<file path="src/rtl/fetch_unit_pkg.sv">
// Shared core definitions for the fetch path: word width, NOP encoding,
// default reset vector and the {pc, instr} entry held in the fetch buffer.
package fetch_unit_pkg;

    localparam int XLEN = 32;
    localparam int FIFO_DEPTH_DEFAULT = 2;

    typedef logic [XLEN-1:0] word_t;

    localparam word_t NOP_INSTR        = 32'h0000_0013;
    localparam word_t RESET_PC_DEFAULT = 32'h0000_0000;

    typedef struct packed {
        word_t pc;
        word_t instr;
    } fetch_entry_t;

    function automatic word_t align_word(input word_t addr);
        return {addr[XLEN-1:2], 2'b00};
    endfunction

endpackage

</file>
<file path="src/rtl/fetch_unit_if.sv">
// Instruction-memory request/response channel between the fetch unit
// (master) and the instruction memory (slave).
interface fetch_unit_if;
    import fetch_unit_pkg::*;

    logic  imem_req_valid;
    logic  imem_req_ready;
    word_t imem_req_addr;
    logic  imem_rsp_valid;
    word_t imem_rsp_data;

    modport master (
        output imem_req_valid,
        output imem_req_addr,
        input  imem_req_ready,
        input  imem_rsp_valid,
        input  imem_rsp_data
    );

    modport slave (
        input  imem_req_valid,
        input  imem_req_addr,
        output imem_req_ready,
        output imem_rsp_valid,
        output imem_rsp_data
    );

endinterface

</file>
<file path="src/rtl/fetch_unit_fifo.sv">
// Two-entry registered {pc, instr} buffer between instruction memory and IF/ID.
// Push and pop may coincide; flush empties it in one cycle.
module fetch_fifo
    import fetch_unit_pkg::*;
(
    input  logic         clk,
    input  logic         rst,
    input  logic         flush,
    input  logic         push,
    input  logic         pop,
    input  fetch_entry_t push_entry,
    output logic [1:0]   count,
    output fetch_entry_t head
);

    fetch_entry_t mem_q [2];
    fetch_entry_t mem_d [2];
    logic         rd_ptr_q, rd_ptr_d;
    logic         wr_ptr_q, wr_ptr_d;
    logic [1:0]   count_q, count_d;

    always_comb begin
        mem_d    = mem_q;
        rd_ptr_d = rd_ptr_q;
        wr_ptr_d = wr_ptr_q;
        count_d  = count_q;
        if (flush) begin
            rd_ptr_d = 1'b0;
            wr_ptr_d = 1'b0;
            count_d  = 2'd0;
        end else begin
            if (push) begin
                mem_d[wr_ptr_q] = push_entry;
                wr_ptr_d        = ~wr_ptr_q;
            end
            if (pop) begin
                rd_ptr_d = ~rd_ptr_q;
            end
            case ({push, pop})
                2'b10:   count_d = count_q + 2'd1;
                2'b01:   count_d = count_q - 2'd1;
                default: count_d = count_q;
            endcase
        end
    end

    always_ff @(posedge clk) begin
        if (rst) begin
            rd_ptr_q <= 1'b0;
            wr_ptr_q <= 1'b0;
            count_q  <= 2'd0;
        end else begin
            rd_ptr_q <= rd_ptr_d;
            wr_ptr_q <= wr_ptr_d;
            count_q  <= count_d;
        end
    end

    // Storage needs no reset: count gates every read of the entries.
    always_ff @(posedge clk) begin
        mem_q <= mem_d;
    end

    assign count = count_q;
    assign head  = mem_q[rd_ptr_q];

endmodule

</file>
<file path="src/rtl/fetch_unit.sv">
// Instruction fetch: PC generation, credit-limited request issue, in-order
// response tagging, and dropping of responses that were in flight at a redirect.
module fetch_unit
    import fetch_unit_pkg::*;
#(
    parameter word_t RESET_PC   = RESET_PC_DEFAULT,
    parameter int    FIFO_DEPTH = FIFO_DEPTH_DEFAULT
) (
    input  logic                clk,
    input  logic                rst,
    input  logic                checkpre_flush,
    input  word_t               redirect_pc,
    input  logic                feedforward_stall,
    fetch_unit_if.master        imem,
    output word_t               instrmem_instr_data,
    output word_t               instr_addr_i,
    output logic                fetch_valid
);

    word_t        pc_q, pc_d;
    logic [1:0]   outstanding_q, outstanding_d;
    logic [1:0]   drop_cnt_q, drop_cnt_d;
    word_t        aq_q [2];
    word_t        aq_d [2];
    logic         aq_rd_q, aq_rd_d;
    logic         aq_wr_q, aq_wr_d;

    logic [1:0]   fifo_count;
    fetch_entry_t fifo_head;
    fetch_entry_t push_entry;
    logic [2:0]   credit_used;
    logic         req_valid;
    logic         req_accept;
    logic         rsp_fire;
    logic         rsp_keep;
    logic         fifo_pop;

    // Credits come from registered counts only, so a full buffer can never
    // be handed another response.
    always_comb begin
        credit_used = {1'b0, outstanding_q} + {1'b0, fifo_count};
        req_valid   = !rst && !checkpre_flush && (credit_used < 3'(FIFO_DEPTH));
        req_accept  = req_valid && imem.imem_req_ready;
        rsp_fire    = imem.imem_rsp_valid && !rst;
        rsp_keep    = rsp_fire && !checkpre_flush && (drop_cnt_q == 2'd0);
        fetch_valid = !rst && !checkpre_flush && (fifo_count != 2'd0);
        fifo_pop    = fetch_valid && !feedforward_stall;
        push_entry  = '{pc: aq_q[aq_rd_q], instr: imem.imem_rsp_data};
    end

    always_comb begin
        pc_d          = pc_q;
        outstanding_d = outstanding_q;
        drop_cnt_d    = drop_cnt_q;
        aq_d          = aq_q;
        aq_rd_d       = aq_rd_q;
        aq_wr_d       = aq_wr_q;
        if (checkpre_flush) begin
            // Everything still in flight after this cycle belongs to the old path.
            pc_d          = align_word(redirect_pc);
            outstanding_d = outstanding_q - {1'b0, rsp_fire};
            drop_cnt_d    = outstanding_q - {1'b0, rsp_fire};
            aq_rd_d       = 1'b0;
            aq_wr_d       = 1'b0;
        end else begin
            outstanding_d = outstanding_q + {1'b0, req_accept} - {1'b0, rsp_fire};
            if (req_accept) begin
                aq_d[aq_wr_q] = pc_q;
                aq_wr_d       = ~aq_wr_q;
                pc_d          = pc_q + 32'd4;
            end
            if (rsp_fire) begin
                if (drop_cnt_q != 2'd0) begin
                    drop_cnt_d = drop_cnt_q - 2'd1;
                end else begin
                    aq_rd_d = ~aq_rd_q;
                end
            end
        end
    end

    always_ff @(posedge clk) begin
        if (rst) begin
            pc_q          <= RESET_PC;
            outstanding_q <= 2'd0;
            drop_cnt_q    <= 2'd0;
            aq_rd_q       <= 1'b0;
            aq_wr_q       <= 1'b0;
        end else begin
            pc_q          <= pc_d;
            outstanding_q <= outstanding_d;
            drop_cnt_q    <= drop_cnt_d;
            aq_rd_q       <= aq_rd_d;
            aq_wr_q       <= aq_wr_d;
        end
    end

    always_ff @(posedge clk) begin
        aq_q <= aq_d;
    end

    fetch_fifo u_fifo (
        .clk        (clk),
        .rst        (rst),
        .flush      (checkpre_flush),
        .push       (rsp_keep),
        .pop        (fifo_pop),
        .push_entry (push_entry),
        .count      (fifo_count),
        .head       (fifo_head)
    );

    assign imem.imem_req_valid = req_valid;
    assign imem.imem_req_addr  = rst ? RESET_PC : pc_q;
    assign instrmem_instr_data = fetch_valid ? fifo_head.instr : NOP_INSTR;
    assign instr_addr_i        = fetch_valid ? fifo_head.pc : '0;

endmodule

</file>
<file path="src/flat_wrapper.sv">
// flat-port wrapper written by rule: the top's interface ports become plain ports
module fetch_unit_flat import fetch_unit_pkg::*;
#(
    parameter word_t RESET_PC   = RESET_PC_DEFAULT,
    parameter int    FIFO_DEPTH = FIFO_DEPTH_DEFAULT
)
  (clk, rst, checkpre_flush, redirect_pc, feedforward_stall, instrmem_instr_data, instr_addr_i, fetch_valid, imem_imem_req_valid, imem_imem_req_addr, imem_imem_req_ready, imem_imem_rsp_valid, imem_imem_rsp_data);
  fetch_unit_if imem_i ();
  input  logic clk;
  input  logic rst;
  input  logic checkpre_flush;
  input  word_t redirect_pc;
  input  logic feedforward_stall;
  output word_t instrmem_instr_data;
  output word_t instr_addr_i;
  output logic fetch_valid;
  output wire logic [$bits(imem_i.imem_req_valid)-1:0] imem_imem_req_valid;
  output wire logic [$bits(imem_i.imem_req_addr)-1:0] imem_imem_req_addr;
  input wire logic [$bits(imem_i.imem_req_ready)-1:0] imem_imem_req_ready;
  input wire logic [$bits(imem_i.imem_rsp_valid)-1:0] imem_imem_rsp_valid;
  input wire logic [$bits(imem_i.imem_rsp_data)-1:0] imem_imem_rsp_data;
  assign imem_imem_req_valid = imem_i.imem_req_valid;
  assign imem_imem_req_addr = imem_i.imem_req_addr;
  assign imem_i.imem_req_ready = imem_imem_req_ready;
  assign imem_i.imem_rsp_valid = imem_imem_rsp_valid;
  assign imem_i.imem_rsp_data = imem_imem_rsp_data;
  fetch_unit #(.RESET_PC(RESET_PC), .FIFO_DEPTH(FIFO_DEPTH)) u_core (.clk(clk), .rst(rst), .checkpre_flush(checkpre_flush), .redirect_pc(redirect_pc), .feedforward_stall(feedforward_stall), .imem(imem_i), .instrmem_instr_data(instrmem_instr_data), .instr_addr_i(instr_addr_i), .fetch_valid(fetch_valid));
endmodule
</file>
<file path="config.mk">
export PLATFORM = sky130hd
export DESIGN_NAME = fetch_unit_flat
export DESIGN_NICKNAME = d
export VERILOG_FILES = /design/src/rtl/fetch_unit_pkg.sv /design/src/rtl/fetch_unit_if.sv /design/src/rtl/fetch_unit_fifo.sv /design/src/rtl/fetch_unit.sv /design/src/flat_wrapper.sv
export SDC_FILE = /design/constraint.sdc
export NUM_CORES = 1
export LEC_CHECK = 0
export ABC_AREA = 1
export ABC_CLOCK_PERIOD_IN_PS = 15100
export CAP_MARGIN = 20
export CORE_MARGIN = 4
export CORE_UTILIZATION = 58
export DETAILED_ROUTE_END_ITERATION = 6
export PLACE_DENSITY = 0.86
export SETUP_SLACK_MARGIN = 0.05
export SYNTH_ARGS = -nofsm -noshare
export SYNTH_HDL_FRONTEND = slang
export SYNTH_HIERARCHICAL = 1
export SYNTH_SLANG_ARGS = --single-unit
</file>
<file path="constraint.sdc">
create_clock -name clk -period 15.1 [get_ports clk]
set_clock_uncertainty 0.1 [all_clocks]
set_input_delay 3.02 -clock clk [delete_from_list [all_inputs] [get_ports clk]]
set_output_delay 3.02 -clock clk [all_outputs]
set_load 0.03 [all_outputs]
</file>
==> results of run 1 <==
==> worst max-delay path: cells and delay by family <==
family | cells | cell delay, ns
simple gates | 2 | 0.33
compound gates | 1 | 0.08
buf+inv | 4 | 2.09
==> placed cells by master (no fill, tap or decap), types with 3 or more instances in the layout <==
cell	Yosys	routed
nand3_1	40	40
clkbuf_8	3	6
mux2_4	50	50
dfxtp_1	40	39
edfxtp_1	188	188
buf_4	3	7
nand2_2	3	3
clkinv_2	0	3
clkbuf_16	0	23
nand4_1	3	3
clkdlybuf4s50_1	0	162
conb_1	1	6
a21oi_1	25	25
nand2_1	226	226
a31oi_1	10	10
o211ai_1	3	3
nor2_1	137	135
or2_2	4	4
mux2_2	14	14
xor2_1	4	4
o21ai_0	31	30
ha_1	6	6
nor2_4	4	6
nor2_2	6	6
inv_1	139	139
==> worst paths after layout <==
path	startpoint	to	slack, ns	cells after the start
worst max-delay path	checkpre_flush	instrmem_instr_data[1]	6.41	7
worst min-delay path	u_core/drop_cnt_q[1]	u_core/drop_cnt_q[1]	0.40	2
worst max register to register	u_core/u_fifo/count[0]	u_core/outstanding_q[1]	12.28	12
worst min register to register	u_core/drop_cnt_q[1]	u_core/drop_cnt_q[1]	0.40	2
==> flip-flops by register name, indices dropped and copies added (netlist names) <==
| signal | flops |
|---|---|
| u_core/aq_q | 60 |
| u_core/u_fifo/count | 2 |
| u_core/drop_cnt_q | 2 |
| u_core/aq_wr_q | 1 |
| u_core/aq_rd_q | 1 |
| u_core/pc_q | 30 |
| u_core/u_fifo/wr_ptr_q | 1 |
| u_core/outstanding_q | 2 |
| u_core/u_fifo/mem_q | 128 |
| u_core/u_fifo/rd_ptr_q | 1 |
==> area by class of cell <==
class / count / area, µm²
Fill cell: 1153 / 4490
Multi-Input combinational cell: 585 / 3270
Sequential cell: 228 / 6450
Inverter: 142 / 536
Clock buffer: 30 / 662
Timing Repair Buffer: 170 / 1680
Clock inverter: 9 / 103
Tap cell: 225 / 282
==> layer usage <==
layer / up-vias / part of all wire (%)
li1: 3535 / -
met1: 3223 / 43
met2: 238 / 49
met3: 25 / 6.7
met4: 0 / 1.5
met5: - / 0
==> power groups by stage <==
stage / clock (mW) / sequential (mW) / combinational, mW
finish: 0.564 / 0.707 / 0.0905
global route: 0.607 / 0.708 / 0.100
CTS: 0.574 / 0.706 / 0.0906
detailed placement: 0 / 0.720 / 0.0895
global placement: 0 / 0.719 / 0.0868
floorplan: 0 / 0.716 / 0.0536
==> cell families (layout without fill, tap and decap cells) <==
group           count (synthesis)  count (layout)  synth area share [%]
flops                         228             228                  61.5
simple gates                  431             431                  17.0
xor+xnor                        5               5                 0.418
fa+ha+maj                       7               7                 0.907
other cells                     1               6                0.0358
compound gates                 72              72                  3.69
mux                            64              64                  8.67
buf+inv                       179             351                  7.79
==> out/metrics.yaml, run 1 <==
vias: 7021
ys_ff_latch: 228
p_per_area_nw_per_um2: 105
fin_nets: 1226
grt_max_degree: 67
start_util_pct: 60.0
slew_violations: 0
fin_crit_sh_pct: 57.6
whs_ns: 0.400
max_cap_violations: 0
clk_latency_ns: 0.50
grt_use_met2_pct: 37.7
swShare_pct: 21.1
crit_path_cell_trace: "clkdlybuf4s50_1 -> buf_4 -> nor2_8 -> o21ai_4 -> buf_4 -> or2_2 -> clkdlybuf4s50_1"
placed_area_um2: 12200
grt_usage_pct: 21.5
n_antenna_cell: 0
grt_use_met1_pct: 28.4
rows: 48
end_kind: "output pin"
worst_pin_slew_ns: 1.01
synthTopCellsByArea: "edfxtp_1, nand2_1, dfxtp_1, mux2_4, inv_1"
relSlewSlack_pct: 32.4
cts_num_sinks: 228
drt_wl_total_um: 21800
p_seq_share_pct: 51.9
pin_count: 168
synth.distinct_cells: 41
arrival_ns: 5.57
place_ws_ns: 6.38
switchingPower_mw: 0.287
grt_most_used_layer: "met2"
rsz0062_at_grt: "no"
avgRoutedWirePerCell_um: 15.7
synth_ff_type: "edfxtp_1"
core_um2: 17500
synth_top_area_cell: "edfxtp_1"
clock_path_buffers: 3
drive_gt1_share_pct: 11.7
first_pass_iters: 5
cp.required_ns: 11.98
port_buffers: 163
setup-violations-final: 0
synth_common_cells: "nand2_1, edfxtp_1, inv_1, nor2_1, mux2_4"
cts_setup_buffers: 0
drc: 0
area_growth_pct: 23.9
comb_power_share_pct: 6.6
finalNonFillerCells: 1389
via_per_inst: 5.05
cts-hold-fix-buffers: 0
ir_worst_vdd_mv: 0.0997
drtAntennaViolNets: 0
tns_ns: 0
layout_min_cycle_time_ns: 8.69
clkPwrFrac_pct: 41.4
cts_resized: 0
syn_area_um2: 10500
path_max_fanout: 66
grt_pass1_wl_um: 35300
hpwl_um: 14400
yosysWarnings: 6
synth-async-reset-ratio_pct: 0
finalPower_mw: 1.36
synth_top_area_share_pct: 53.9
critPathSlowestCell: "clkdlybuf4s50_1"
max_freq_mhz: 115
ys_seq_area_share_pct: 61.5
avgSynthCellArea_um2: 10.6
grt_use_met3_pct: 3.33
synthCells: 987
synth_edf_count: 188
max_stage_delay_ns: 0.66
fin_ws_ns: 6.41
critPathLaunchType: "primary input"
p_int_mw: 1.07
grt_pass1_vias: 7108
fp.dieW_um: 142
crit_type: "primary input to output pin"
ctsRootBufferMaster: "clkbuf_16"
path_clk_slew_ns: 0.06
cts_tree: "yes"
h-tree-depth: 1
die-area_um2: 20300
drtIter0Drc: 454
gp_congestion: 0.914
synth_most_common_cell: "nand2_1"
numCtsBuffers: 22
postLayoutCellArea_um2: 13000
hp-class: "flop to flop"
status: "completed"
die_h_um: 142
hold_viol_final: 0
antenna_found_initial: 0
p_leak_nw: 4.98
gr-total-overflow: 0
final_util_pct: 74.3
dp.cells: 1350
Note: power is estimated with default switching activity, not from simulation.
==> run 2: changes to the inputs <==
--- a/config.mk
+++ b/config.mk
@@ -6,12 +6,12 @@
 export NUM_CORES = 1
 export LEC_CHECK = 0
 export ABC_AREA = 1
-export ABC_CLOCK_PERIOD_IN_PS = 15100
+export ABC_CLOCK_PERIOD_IN_PS = 8520
 export CAP_MARGIN = 20
 export CORE_MARGIN = 4
-export CORE_UTILIZATION = 58
+export CORE_UTILIZATION = 54
 export DETAILED_ROUTE_END_ITERATION = 6
-export PLACE_DENSITY = 0.86
+export PLACE_DENSITY = 0.81
 export SETUP_SLACK_MARGIN = 0.05
 export SYNTH_ARGS = -nofsm -noshare
 export SYNTH_HDL_FRONTEND = slang
==> constraint.sdc (replaced) <==
create_clock -name clk -period 8.52 [get_ports clk]
set_clock_uncertainty 0.1 [all_clocks]
set_input_delay 1.704 -clock clk [delete_from_list [all_inputs] [get_ports clk]]
set_output_delay 1.704 -clock clk [all_outputs]
set_load 0.03 [all_outputs]
==> run 2 against run 1 <==
  * Via count grew 1.3%
  * Final area increased by 0.26%
  * Flip-flop and latch count did not move
  * Sequential power grew 77%
  * Non-clock buffer count rose by 1
==> out/metrics.yaml, run 2 (synthesis results as in run 1) <==
status: "completed"
grt_pass1_vias: 6932  # -2.5%
regArea_um2: 6450  # unchanged
rsz0062_at_grt: "no"
path_max_fanout: 39  # -41%
grt_pass1_wl_um: 34000  # -3.7%
fp.dieW_um: 147  # +3.4%
clk_latency_ns: 0.49  # about the same
die_h_um: 147  # +3.4%
ctsRootBufferMaster: "clkbuf_16"
final_util_pct: 68.9  # -5.4 points
drc: 0  # unchanged
die-area_um2: 21700  # +7.0%
drt_wl_total_um: 20800  # -4.4%
fill_cells: 1406  # +22%
drive_gt1_share_pct: 11.6  # -0.11 points
slew_violations: 0  # unchanged
cts_num_sinks: 228  # unchanged
arrival_ns: 4.34  # -1.23 ns
h-tree-depth: 1  # unchanged
antenna_found_initial: 0  # unchanged
area_growth_pct: 24.2
n_antenna_cell: 0  # unchanged
hold_viol_final: 0  # unchanged
cts_tree: "yes"
rows: 50  # +4.2%
worstReg2RegEnd: "u_core/outstanding_q[1]"
crit_type: "primary input to output pin"
hpwl_um: 13800  # -4.5%
path_clk_slew_ns: 0.06  # about the same
layout_min_cycle_time_ns: 6.14
reg_top3: "u_core/u_fifo/mem_q: 128 flops, u_core/aq_q: 60 flops, u_core/pc_q: 30 flops"
cts_resized: 0  # unchanged
r2r_cells: 12  # unchanged
end_kind: "output pin"
multiInputGateArea_um2: 3260  # -0.31%
fin_crit_sh_pct: 72.1
largest_reg_flops: 128  # unchanged
holdPathEnd: "u_core/drop_cnt_q[1]"
grt_max_degree: 65  # -3.0%
p_leak_nw: 4.98  # about the same
start_util_pct: 55.5  # -4.5 points
max_freq_mhz: 163
final_cell_mix: "nand2_1, edfxtp_1, clkdlybuf4s50_1"
max_cap_violations: 0  # unchanged
drtAntennaViolNets: 0  # unchanged
avgRoutedWirePerCell_um: 14.6  # -6.9%
clock_path_buffers: 3  # unchanged
min_from: "u_core/drop_cnt_q[1]"
tns_ns: 0  # unchanged
cts_setup_buffers: 0  # unchanged
pin_count: 168  # unchanged
hold_depth: 2  # unchanged
fin_nets: 1228  # +0.16%
port_buffers: 163  # unchanged
worst_pin_slew_ns: 1.08  # +0.0659 ns
r2r_slack_ns: 5.73  # -6.55 ns
cp.required_ns: 6.72  # -5.26 ns
core_um2: 18900  # +8.1%
critPathLaunchType: "primary input"
setup-violations-final: 0  # unchanged
grt_use_met3_pct: 2.87  # -0.46 points
first_pass_iters: 5  # unchanged
grt_most_used_layer: "met2"
drtIter0Drc: 414  # -8.8%
dp.cells: 1386  # +2.7%
numCtsBuffers: 23  # +4.5%
r2r_start: "u_core/u_fifo/count[0]"
grt_use_met1_pct: 26.1  # -2.4 points
p_per_area_nw_per_um2: 185  # +76%
gr-total-overflow: 0  # unchanged
relSlewSlack_pct: 28.0  # -4.4 points
finalNonFillerCells: 1426  # +2.7%
gp_congestion: 0.940  # +2.9%
cts-hold-fix-buffers: 0  # unchanged
vias: 7112  # +1.3%
final_common_cell: "nand2_1"
grt_usage_pct: 19.1  # -2.5 points
ir_worst_vdd_mv: 0.137  # +37%
grt_use_met2_pct: 31.9  # -5.8 points
hp-class: "flop to flop"
top_register: "u_core/u_fifo/mem_q"
via_per_inst: 4.99  # -1.3%
[run 2: how the worst max path moves through the flow]
| stage | start | end | slack, ns | cells past startpoint |
|---|---|---|---|---|
| after global placement | checkpre_flush | instrmem_instr_data[0] | 2.39 | 7 |
| after detailed placement | checkpre_flush | instrmem_instr_data[4] | 2.35 | 7 |
| after floorplan | rst | u_core/u_fifo/mem_q[0] | 1.15 | 8 |
| final | checkpre_flush | instrmem_instr_data[4] | 2.38 | 7 |
| after global routing | checkpre_flush | instrmem_instr_data[4] | 2.21 | 7 |
| after CTS | checkpre_flush | instrmem_instr_data[4] | 2.33 | 7 |
[run 2: through the flow]
stage | total power, mW | hold WS (ns) | setup slack (ns) | cell area, µm²
after floorplan | 1.36 | 0.348 | 1.15 | 10500
after global placement | 1.43 | 0.367 | 2.39 | 12300
after detailed placement | 1.43 | 0.374 | 2.35 | 12300
after CTS | 2.43 | 0.385 | 2.33 | 13000
after global routing | 2.49 | 0.403 | 2.21 | 13000
final | 2.41 | 0.381 | 2.38 | 13000
[run 2: report_power, final]
group	leakage [nW]	internal [mW]	total, mW	switching, mW
clock	0.371	0.606	0.996	0.390
sequential	2.03	1.23	1.25	0.0226
combinational	2.59	0.0693	0.158	0.0882
[run 2: metal layers]
layer	up-vias	share of wire (%)	routed length, µm
met5	-	0	0
met4	0	2.1	445
met3	35	5.8	1210
met2	259	47	9890
met1	3271	45	9300
li1	3547	-	-
[run 2: cell type report]
type                       count  area share, %
clock inverter                10           1.04
inverter                     142           4.11
timing repair buffer         171           13.0
tap                          260           2.50
clock buffer                  30           4.78
multi-input combinational    585           25.1
sequential                   228           49.5
[run 2: critical path, stage by stage]
cell             delay [ns]
clkdlybuf4s50_1        0.46
buf_4                  0.40
nor2_8                 0.10
o21ai_4                0.36
buf_4                  0.45
or2_2                  0.18
clkdlybuf4s50_1        0.66
==> run 3: changes to the inputs <==
--- a/config.mk
+++ b/config.mk
@@ -6,7 +6,7 @@
 export NUM_CORES = 1
 export LEC_CHECK = 0
 export ABC_AREA = 1
-export ABC_CLOCK_PERIOD_IN_PS = 8520
+export ABC_CLOCK_PERIOD_IN_PS = 6100
 export CAP_MARGIN = 20
 export CORE_MARGIN = 4
 export CORE_UTILIZATION = 54
==> constraint.sdc (replaced) <==
create_clock -name clk -period 6.1 [get_ports clk]
set_clock_uncertainty 0.1 [all_clocks]
set_input_delay 1.22 -clock clk [delete_from_list [all_inputs] [get_ports clk]]
set_output_delay 1.22 -clock clk [all_outputs]
set_load 0.03 [all_outputs]
==> run 3 against run 2 <==
  * Non-clock buffer count rose by 2
  * Critical endpoint is now instr_addr_i[30]
  * Highest routed layer unchanged
  * Sequential share of layout area shrank 0.32 points
  * Core utilization rose by 0.44 points
  * Die area unchanged
  * Sequential power is 40% higher
  * Flip-flop and latch count unchanged
  * Routed wire length fell by 0.53%
  * Clock power up 46%
  * Cell count up 0.42%
  * Critical path depth unchanged
==> out/metrics.yaml, run 3 (synthesis results as in run 1) <==
avgRoutedWirePerCell_um: 14.5  # -0.95%
max_cap_violations: 0  # unchanged
crit_type: "primary input to output pin"
p_per_area_nw_per_um2: 261  # +41%
arrival_ns: 3.49  # -0.85 ns
pin_count: 168  # unchanged
via_per_inst: 4.98  # -0.18%
cts_num_sinks: 228  # unchanged
grt_usage_pct: 18.7  # -0.36 points
cts_setup_buffers: 0  # unchanged
fin_ws_ns: 1.29  # -1.09 ns
hold_viol_final: 0  # unchanged
fin_crit_sh_pct: 78.9
largest_reg_flops: 128  # unchanged
clock_path_buffers: 3  # unchanged
critPathLaunchType: "primary input"
clk_latency_ns: 0.50  # about the same
cp.required_ns: 4.78  # -1.94 ns
rows: 50  # unchanged
crit_path_cell_trace: "clkdlybuf4s50_1 -> nor2_8 -> o21ai_4 -> buf_4 -> buf_4 -> nor2_1 -> clkdlybuf4s50_1"
antenna_found_initial: 0  # unchanged
end_kind: "output pin"
slew_violations: 0  # unchanged
p_leak_nw: 5.02  # +0.71%
hpwl_um: 14000  # +1.9%
path_max_fanout: 33  # -15%
h-tree-depth: 1  # unchanged
layout_min_cycle_time_ns: 4.81
fin_nets: 1231  # +0.24%
numCtsBuffers: 24  # +4.3%
start_util_pct: 55.5  # unchanged
worst_pin_slew_ns: 0.982  # -0.0961 ns
gr-total-overflow: 0  # unchanged
finalNonFillerCells: 1432  # +0.42%
final_common_cell: "nand2_1"
drive_gt1_share_pct: 11.6  # +0.026 points
relSlewSlack_pct: 34.4  # +6.4 points
die_h_um: 147  # unchanged
gp_congestion: 0.914  # -2.8%
hp-class: "flop to flop"
drtAntennaViolNets: 0  # unchanged
drtIter0Drc: 473  # +14%
max_stage_delay_ns: 0.61  # -0.05 ns
area_growth_pct: 25.0
final_cell_mix: "nand2_1, edfxtp_1, clkdlybuf4s50_1"
final_util_pct: 69.4  # +0.44 points
finalPower_mw: 3.42  # +42%
ctsRootBufferMaster: "clkbuf_16"
setup-violations-final: 0  # unchanged
core_um2: 18900  # unchanged
critPathTopFamily: "buffers and inverters"
ir_worst_vdd_mv: 0.199  # +45%
status: "completed"
reg_top3: "u_core/u_fifo/mem_q: 128 flops, u_core/aq_q: 60 flops, u_core/pc_q: 30 flops"
cts_tree: "yes"
dp.cells: 1387  # +0.072%
grt_pass1_wl_um: 33500  # -1.3%
grt_max_degree: 65  # unchanged
place_ws_ns: 1.28  # -1.06 ns
path_clk_slew_ns: 0.05  # about the same
critPathSlowestCell: "clkdlybuf4s50_1"
port_buffers: 163  # unchanged
cts-hold-fix-buffers: 0  # unchanged
whs_ns: 0.388  # +0.00712 ns
grt_pass1_vias: 6840  # -1.3%
drt_wl_total_um: 20700  # -0.53%
fp.dieW_um: 147  # unchanged
die-area_um2: 21700  # unchanged
n_antenna_cell: 0  # unchanged
rsz0062_at_grt: "no"
cts_resized: 0  # unchanged
max_freq_mhz: 208
first_pass_iters: 5  # unchanged
fill_cells: 1400  # -0.43%
vias: 7129  # +0.24%
drc: 0  # unchanged
top_register: "u_core/u_fifo/mem_q"
critical_path_buf_inv_count: 4  # unchanged
==> run 3: power by group <==
part,internal (mW),switching [mW]
Sequential,1.72,0.0303
Clock,0.889,0.562
Combinational,0.0980,0.126
==> run 3: cell type report <==
type	instances	area (µm²)	area share (%)
Inverter	142	536	4.09
Tap cell	260	325	2.48
Sequential cell	228	6450	49.2
Timing Repair Buffer	173	1720	13.1
Clock inverter	13	148	1.13
Multi-Input combinational cell	585	3260	24.9
Clock buffer	31	658	5.02
==> run 3: path summary, 6_finish.rpt <==
kind                          startpoint  cells after the start  slack (ns)                      end
hold / removal      u_core/drop_cnt_q[1]                      2        0.39     u_core/drop_cnt_q[1]
hold reg to reg     u_core/drop_cnt_q[1]                      2        0.39     u_core/drop_cnt_q[1]
setup reg to reg  u_core/u_fifo/count[0]                     12        3.31  u_core/outstanding_q[1]
setup / recovery          checkpre_flush                      7        1.29         instr_addr_i[30]
==> run 3: layer usage <==
metal	global-route usage (%)	vias to the layer above	part of all wire, %
li1	-	3557	-
met1	26.2	3295	45
met5	0	-	0
met2	31.2	253	47
met3	3.18	24	6.3
met4	3.82	0	1.4
==> run 3: worst register-to-register path: stages (launching register included) <==
cell	delay [ns]
dfxtp_1	0.44
nand2_1	0.08
inv_1	0.07
fa_1	0.43
nor2_1	0.19
nand3_4	0.19
ha_1	0.34
inv_1	0.05
ha_1	0.19
xor2_1	0.16
or2_2	0.28
nand3_1	0.07
a21oi_1	0.06
==> run 3: through the flow <==
| step | instance area (µm²) | TNS (ns) |
|---|---|---|
| 6_report | 13100 | 0 |
| 4_1_cts | 13100 | 0 |
| 2_1_floorplan | 10500 | -100.18 |
| 3_5_place_dp | 12300 | 0 |
| 5_1_grt | 13100 | 0 |
| 3_3_place_gp | 12300 | 0 |
